`src/rtl/alu_seq_pkg.sv`:
```
// alu_seq_pkg: opcodes, result-unit tags and handshake FSM states shared by the alu_seq block
package alu_seq_pkg;
  localparam logic [3:0] OP_ADD   = 4'h0;
  localparam logic [3:0] OP_SUB   = 4'h1;
  localparam logic [3:0] OP_MUL   = 4'h2;
  localparam logic [3:0] OP_DIV   = 4'h3;
  localparam logic [3:0] OP_AND   = 4'h4;
  localparam logic [3:0] OP_OR    = 4'h5;
  localparam logic [3:0] OP_NAND  = 4'h6;
  localparam logic [3:0] OP_NOR   = 4'h7;
  localparam logic [3:0] OP_NOP   = 4'h8;
  localparam logic [3:0] OP_EQ    = 4'h9;
  localparam logic [3:0] OP_GT    = 4'hA;
  localparam logic [3:0] OP_LT    = 4'hB;
  localparam logic [3:0] OP_SHR_A = 4'hC;
  localparam logic [3:0] OP_SHL_A = 4'hD;
  localparam logic [3:0] OP_SHR_B = 4'hE;
  localparam logic [3:0] OP_SHL_B = 4'hF;
  localparam logic [1:0] UNIT_ARITH = 2'd0;
  localparam logic [1:0] UNIT_LOGIC = 2'd1;
  localparam logic [1:0] UNIT_CMP   = 2'd2;
  localparam logic [1:0] UNIT_SHIFT = 2'd3;
  typedef enum logic [1:0] {ST_IDLE, ST_DIV, ST_HOLD} state_t;
endpackage

```
`src/rtl/alu_seq_div.sv`:
```
// alu_seq_div: iterative restoring unsigned divider, one quotient bit per cycle (ports: clk, rest, start, dividend, divisor, busy, done, quotient, remainder)
module alu_seq_div #(
  parameter int WIDTH     = 16,
  parameter int DIV_CNT_W = $clog2(WIDTH + 1)
) (
  input  logic             clk,
  input  logic             rest,
  input  logic             start,
  input  logic [WIDTH-1:0] dividend,
  input  logic [WIDTH-1:0] divisor,
  output logic             busy,
  output logic             done,
  output logic [WIDTH-1:0] quotient,
  output logic [WIDTH-1:0] remainder
);
  logic [WIDTH-1:0] rem_q, quo_q, dsr_q;
  logic [DIV_CNT_W-1:0] cnt;
  logic [WIDTH:0] shifted, trial;
  // quotient/remainder are the outcome of the current step, so the final step's result is usable on the same edge it completes
  always_comb begin
    shifted   = {rem_q, quo_q[WIDTH-1]};
    trial     = shifted - {1'b0, dsr_q};
    quotient  = {quo_q[WIDTH-2:0], ~trial[WIDTH]};
    remainder = trial[WIDTH] ? shifted[WIDTH-1:0] : trial[WIDTH-1:0];
    done      = busy && (cnt == DIV_CNT_W'(WIDTH - 1));
  end
  always_ff @(posedge clk) begin
    if (rest) begin
      busy  <= 1'b0;
      cnt   <= '0;
      rem_q <= '0;
      quo_q <= '0;
      dsr_q <= '0;
    end else if (start) begin
      busy  <= 1'b1;
      cnt   <= '0;
      rem_q <= '0;
      quo_q <= dividend;
      dsr_q <= divisor;
    end else if (busy) begin
      rem_q <= remainder;
      quo_q <= quotient;
      cnt   <= done ? '0 : cnt + 1'b1;
      busy  <= ~done;
    end
  end
endmodule

```
`src/rtl/alu_seq.sv`:
```
// alu_seq: handshaked ALU with single-cycle ops and an iterative divider (ports: clk, rest, A, B, alu_fun, in_valid/in_ready, res, res_hi, carry_out, unit, err, out_valid/out_ready)
module alu_seq
  import alu_seq_pkg::*;
#(
  parameter int WIDTH     = 16,
  parameter int DIV_CNT_W = $clog2(WIDTH + 1)
) (
  input  logic             clk,
  input  logic             rest,
  input  logic [WIDTH-1:0] A,
  input  logic [WIDTH-1:0] B,
  input  logic [3:0]       alu_fun,
  input  logic             in_valid,
  output logic             in_ready,
  output logic [WIDTH-1:0] res,
  output logic [WIDTH-1:0] res_hi,
  output logic             carry_out,
  output logic [1:0]       unit,
  output logic             err,
  output logic             out_valid,
  input  logic             out_ready
);
  state_t state;
  logic [WIDTH-1:0] r_c, h_c, quo, rem;
  logic [WIDTH:0] sum, diff;
  logic [2*WIDTH-1:0] prod;
  logic c_c, e_c, acc, is_div, div_busy, div_done;
  logic [1:0] u_c;
  assign in_ready = ~rest && (state == ST_IDLE) && (~out_valid || out_ready);
  assign acc      = in_valid && in_ready;
  assign is_div   = (alu_fun == OP_DIV) && (B != '0);
  assign sum      = {1'b0, A} + {1'b0, B};
  assign diff     = {1'b0, A} - {1'b0, B};
  assign prod     = {{WIDTH{1'b0}}, A} * {{WIDTH{1'b0}}, B};
  // divide-by-zero also lands in the OP_DIV arm and completes in one cycle
  always_comb begin
    r_c = '0;
    h_c = '0;
    c_c = 1'b0;
    e_c = 1'b0;
    u_c = UNIT_ARITH;
    case (alu_fun)
      OP_ADD:   {c_c, r_c} = sum;
      OP_SUB:   {c_c, r_c} = diff;
      OP_MUL:   {h_c, r_c} = prod;
      OP_DIV:   begin r_c = '1; h_c = A; e_c = 1'b1; end
      OP_AND:   begin r_c = A & B; u_c = UNIT_LOGIC; end
      OP_OR:    begin r_c = A | B; u_c = UNIT_LOGIC; end
      OP_NAND:  begin r_c = ~(A & B); u_c = UNIT_LOGIC; end
      OP_NOR:   begin r_c = ~(A | B); u_c = UNIT_LOGIC; end
      OP_NOP:   u_c = UNIT_CMP;
      OP_EQ:    begin r_c = (A == B) ? WIDTH'(1) : '0; u_c = UNIT_CMP; end
      OP_GT:    begin r_c = (A > B) ? WIDTH'(2) : '0; u_c = UNIT_CMP; end
      OP_LT:    begin r_c = (A < B) ? WIDTH'(3) : '0; u_c = UNIT_CMP; end
      OP_SHR_A: begin r_c = A >> 1; u_c = UNIT_SHIFT; end
      OP_SHL_A: begin r_c = A << 1; u_c = UNIT_SHIFT; end
      OP_SHR_B: begin r_c = B >> 1; u_c = UNIT_SHIFT; end
      OP_SHL_B: begin r_c = B << 1; u_c = UNIT_SHIFT; end
      default:  ;
    endcase
  end
  alu_seq_div #(.WIDTH(WIDTH), .DIV_CNT_W(DIV_CNT_W)) u_div (
    .clk(clk),
    .rest(rest),
    .start(acc && is_div),
    .dividend(A),
    .divisor(B),
    .busy(div_busy),
    .done(div_done),
    .quotient(quo),
    .remainder(rem)
  );
  always_ff @(posedge clk) begin
    if (rest) begin
      state     <= ST_IDLE;
      res       <= '0;
      res_hi    <= '0;
      carry_out <= 1'b0;
      unit      <= UNIT_ARITH;
      err       <= 1'b0;
      out_valid <= 1'b0;
    end else begin
      case (state)
        ST_IDLE: begin
          if (acc && !is_div) begin
            res       <= r_c;
            res_hi    <= h_c;
            carry_out <= c_c;
            unit      <= u_c;
            err       <= e_c;
            out_valid <= 1'b1;
          end else if (acc) begin
            state     <= ST_DIV;
            out_valid <= 1'b0;
          end else if (out_ready) begin
            out_valid <= 1'b0;
          end
        end
        ST_DIV: begin
          if (div_done && div_busy) begin
            res       <= quo;
            res_hi    <= rem;
            carry_out <= 1'b0;
            unit      <= UNIT_ARITH;
            err       <= 1'b0;
            out_valid <= 1'b1;
            state     <= out_ready ? ST_IDLE : ST_HOLD;
          end
        end
        ST_HOLD: begin
          if (out_ready) begin
            out_valid <= 1'b0;
            state     <= ST_IDLE;
          end
        end
        default: state <= ST_IDLE;
      endcase
    end
  end
endmodule

```
`config.mk`:
```
export PLATFORM = sky130hd
export DESIGN_NAME = alu_seq
export DESIGN_NICKNAME = d
export VERILOG_FILES = /design/src/rtl/alu_seq_pkg.sv /design/src/rtl/alu_seq_div.sv /design/src/rtl/alu_seq.sv
export SDC_FILE = /design/constraint.sdc
export NUM_CORES = 1
export LEC_CHECK = 0
export ABC_AREA = 1
export CORE_MARGIN = 5
export CORE_UTILIZATION = 56
export CTS_BUF_LIST = sky130_fd_sc_hd__clkbuf_8
export DETAILED_ROUTE_END_ITERATION = 10
export DONT_BUFFER_PORTS = 1
export PLACE_DENSITY = 0.77
export SETUP_SLACK_MARGIN = 0.2
export SYNTH_ARGS = -nofsm -noshare
export SYNTH_HDL_FRONTEND = slang
export SYNTH_SLANG_ARGS = --single-unit
```
`constraint.sdc`:
```
create_clock -name clk -period 18.55 [get_ports clk]
set_input_delay 2.7825 -clock clk [delete_from_list [all_inputs] [get_ports clk]]
set_output_delay 2.7825 -clock clk [all_outputs]
set_load 0.01 [all_outputs]
```
Word level (Yosys, flattened, before mapping):

Index checks and enable logic that the tools add are counted.

* bitwise operators: 8
* add/subtract/negate cells: 4
* order comparisons: 2
* shifts and indexed selects: 0
* reduce and logical (&&, ||, !) cells: 23
* mux-type cells: 39
* divide/modulo/power cells: 0
* equal/unequal tests: 24
* multipliers: 1

Operators by type and width (number)
* case mux 16 bit (15 select lines): 1
* 2-to-1 mux 16 bit: 7
* case mux 16 bit (2 select lines): 3
* == test 4 bit, second input constant: 8
* multiplier 16 x 16 -> 32 bit: 1
* inverter 16 bit: 2
* 2-to-1 mux 2 bit: 9
* adder 16 x 16 -> 17 bit: 1
* subtractor 16 x 16 -> 17 bit: 1
* subtractor 17 x 16 -> 17 bit: 1
* AND 16 bit: 1
* == test 16 bit: 1
* == test 4 x 3 -> 1 bit, second input constant: 4
* greater-than comparator 16 bit: 1
* < comparator 16 bit: 1
* OR 16 bit: 1
* nonzero test 16 bit: 1
* case mux 2 bit (3 select lines): 2
* OR reduction 4 bit: 3
* 2-to-1 mux 1 bit: 11
* == test 4 x 2 -> 1 bit, second input constant: 2
* logical AND 1 bit: 8
* inequality test 2 bit, second input constant: 4
* case mux 1 bit (2 select lines): 3
* 20 further kinds: 24

* memories: 0
* ROM bits: 0
* bits in writable memories: 0
* bits in latches: 0
* word-level logic and storage cells: 113
* register bits: 93
* output and inout port bits: 38
* input port bits: 40

Depth between registers and ports, before layout:

* word-level depth: 7
* depth in mapped cells: 30
* depth with buffers taken out: 28

Hierarchy:

From an unflattened synthesis, not the netlist that was laid out.

* cell total of the unflattened synthesis: 2819
* area total of the unflattened synthesis: 18311.3 µm²

Modules (own cells, without submodules)
* alu_seq: instances 1, area each 14518.9 µm², cells each 2222
* alu_seq_div: instances 1, area each 3792.4 µm², cells each 597

Worst setup path before layout:

OpenSTA, ideal clock, no wires.

* kind: in2reg
* from: in A[10]
* to: reg res_hi[1]
* slack: 10.625 ns
* stages: 23
* arrival time: 7.807 ns
* buffers on the path: 2
* cells stage by stage: clkbuf_1 > buf_1 > nand2_1 > fa_1 > fa_1 > fa_1 > fa_1 > inv_1 > fa_1 > inv_1 > fa_1 > inv_1 > ha_1 > nand2_1 > inv_1 > a21oi_1 > nand3_1 > a21oi_1 > nand2_1 > nand2_1 > nor2_1 > nor2_1 > a21oi_1

* longest elaborated chain between the ends: 4

Ends and longest elaborated chain
* start, declared: RTL line alu_seq.sv:10 `input logic [WIDTH-1:0] A,`
* multiplier 16 x 16 -> 32 bit: RTL line alu_seq.sv:34 `assign prod = {{WIDTH{1'b0}}, A} * {{WIDTH{1'b0}}, B};`
* case mux 16 bit (2 select lines): RTL line alu_seq.sv:42 `case (alu_fun)`
* 2-to-1 mux 16 bit: RTL line alu_seq.sv:85 `if (acc && !is_div) begin`
* case mux 16 bit (2 select lines): RTL line alu_seq.sv:83 `case (state)`
* end signal, assigned: RTL line alu_seq.sv:102 `res_hi <= rem;`
* end, declared: RTL line alu_seq.sv:16 `output logic [WIDTH-1:0] res_hi,`

Every way passes these cells. The select of a mux whose other input is x is not followed.
A chain may end at the register's enable or synchronous reset.

Worst setup path after layout:

* from: in A[5]
* to: reg res_hi[3]

Same word-level chain as after synthesis.

==> qor.csv <==
metric,value,unit
status,completed,
final setup TNS,0,ns
number of global-route vias before repair,18200,
Fin. Hold Viols,0,
Worst setup SP type,input port,
CP Max Fanout,19,
port bufs,0,
Via Count,18200,
register area,1860,µm²
post-synthesis async set-or-reset flop share,0,
global-route wire length before repair,99600,µm
footprint of the multi-input gates,13300,µm²
die width,189,µm
crit share post-route,0.419,
hold crit path type,reg -> reg,
antenna-violating nets left,0,
Post-CTS Resized,0,
Layout area overhead,0.950,%
num rows,65,
Final Max Slew Viols,0,
fin nets,3089,
Root Buffer,clkbuf_8,
Crit Path Class,in -> reg,
mean post-synth cell area,6.49,µm²
Final min period,7.77,ns
drt pass-1 iters,6,
DRT iter0 DRCs,1871,
"Top FF cell, synth",dfxtp_1,
Overflow after GRT,0,
drt total wl,64100,µm
syn_nets,3190,
Synth Cell Area,18000,µm²
Initial Util,0.569,
Gate Count Post-Synth,2781,
clk buf depth,2,
setup bufs post-CTS,0,
Synth Warn #,0,
sequential share of the synthesized area,0.103,
clk_lat worst skew,0.38,ns
"flops & latches, synth",93,
share of cells above drive strength 1,0.0361,
GRT Overall Usage,0.352,
post-synth cell types,53,
Fill cells,3125,
number of synthesized flops with an enable pin,0,
CTS HTree Levels,3,
leak pwr,10.2,nW
Critical Path AT,8.08,ns
CTS Sinks,93,
"leading cell type in the layout, fill and taps excluded",nand2_1,
initial antenna violation count,0,
DRC,0,
CTS tree,done,
"CTS clk-pin slew, worst paths",0.12,ns
largest net degree at the start of global routing,51,
"commonest cells after routing, fill and taps aside","nand2_1 (764), inv_1 (588), fa_1 (197), nor2_1 (174), ha_1 (172)",
Critical Path RT,18.86,ns
hold_buf cts,0,
Finished Core Util,0.574,
Placeable Area,31700,µm²
total CTS buffers,9,
Worst slew margin,0.371,
maxcap violations,0,
Placer Congestion,1.03,
Clock Skew,0.0184,ns
RSZ-0062 raised after global routing,false,
IO Pins,78,
actual slew at the worst max-slew pin,0.940,ns
peak supply drop,0.142,mV
vias per cell,5.89,
Setup Viol. Count Final,0,
die footprint,35900,µm²
DIE HEIGHT,189,µm
detailed-route wire length per cell,20.7,µm
Critical Path Sink Type,flip-flop,
achievable frequency,129,MHz
PD cells,165,nW/µm²
Final HPWL DP,49500,µm
-- power by group --
| part | internal, mW | switching, mW | total (mW) |
|---|---|---|---|
| combinational | 0.874 | 1.72 | 2.59 |
| sequential | 0.235 | 0.0441 | 0.279 |
| clock | 0.0533 | 0.0891 | 0.142 |
| total | 1.16 | 1.85 | 3.01 |
-- Yosys cell counts (6+ instances only) --
| cell type | count | area (µm²) |
|---|---|---|
| a21oi_2 | 9 | 78.8 |
| o21a_1 | 11 | 82.6 |
| buf_1 | 12 | 45.0 |
| inv_2 | 28 | 105 |
| buf_2 | 36 | 180 |
| o22ai_1 | 13 | 81.3 |
| nor2_1 | 174 | 653 |
| nand4_1 | 32 | 200 |
| dfxtp_1 | 93 | 1860 |
| buf_6 | 8 | 90.1 |
| fa_1 | 197 | 3940 |
| nand2_1 | 764 | 2870 |
| inv_1 | 588 | 2210 |
| ha_1 | 172 | 2150 |
| o21ai_0 | 111 | 556 |
| a21oi_1 | 167 | 836 |
| o21ai_1 | 7 | 35.0 |
| nand2_2 | 10 | 62.6 |
| nand2_4 | 6 | 67.6 |
| xnor2_1 | 8 | 70.1 |
| clkbuf_1 | 56 | 210 |
| and2_0 | 6 | 37.5 |
| nand3b_1 | 8 | 60.1 |
| a31oi_1 | 12 | 75.1 |
| nand3_1 | 163 | 816 |
| nor3_1 | 23 | 115 |
| nor2_2 | 7 | 43.8 |
-- routing by layer --
metal	routed length, µm	track usage
met1	25200	0.445
met2	29400	0.587
met3	5200	0.0446
met4	4230	0.194
met5	0	0
-- layout make-up --
type                       count  share of cell area
sequential                    93               0.102
inverter                     619               0.128
timing repair buffer           7             0.00289
clock inverter                 7             0.00412
antenna                        1            0.000137
tap                          402              0.0276
multi-input combinational   1950               0.729
clock buffer                   9             0.00680
-- critical path: stages --
cell     delay, ns
ha_1          0.28
fa_1          0.53
inv_1         0.05
fa_1          0.39
fa_1          0.51
fa_1          0.55
inv_1         0.05
fa_1          0.47
inv_1         0.05
fa_1          0.47
inv_1         0.04
ha_1          0.34
nand2_1       0.13
inv_1         0.10
nand2_1       0.10
nor2_1        0.17
nand2_1       0.09
nand3_1       0.19
nand2_1       0.10
nand3_1       0.08
nand2_1       0.05
nor2_1        0.32
nor2_1        0.09
a21oi_1       0.12
-- per-stage QoR --
step	hold WS [ns]	setup slack (ns)	power [mW]	cell area, µm²	std cells
floorplan	0.422	10.63	2.19	18000	2781
finish	0.456	10.78	3.01	18200	3088
detailed placement	0.445	10.47	2.80	18000	3071
global placement	0.434	10.50	2.78	18000	3071
global route	0.491	10.52	3.36	18200	3087
CTS	0.463	10.87	2.96	18200	3087
-- state kept, by name (all words and copies together) (netlist names), 2 cells and up --
name,count
u_div.dsr_q,16
u_div.quo_q,16
u_div.rem_q,16
u_div.cnt,5
unit,2
res,16
res_hi,16
state,2
-- kinds of logic after synthesis --
group | Yosys count | share of synthesized area
DFF | 93 | 0.103
adders and majority gates | 369 | 0.338
muxes | 1 | 0.000555
xor gates and xnor gates | 13 | 0.00631
and+or+nand+nor | 1206 | 0.279
buffers and inverters | 738 | 0.161
AOI/OAI and AO/OA | 361 | 0.111
-- final timing paths --
path                             startpoint                        end  slack [ns]  cells after the start
setup / recovery                       A[5]     res_hi[3]$_SDFFE_PP0P_       10.78                     24
hold / removal    u_div.cnt[4]$_SDFFE_PP0P_  u_div.cnt[4]$_SDFFE_PP0P_        0.46                      2
setup reg to reg      state[1]$_SDFFE_PP0P_     res_hi[7]$_SDFFE_PP0P_       14.73                     11
hold reg to reg   u_div.cnt[4]$_SDFFE_PP0P_  u_div.cnt[4]$_SDFFE_PP0P_        0.46                      2
(Power assumes the default switching activity.)
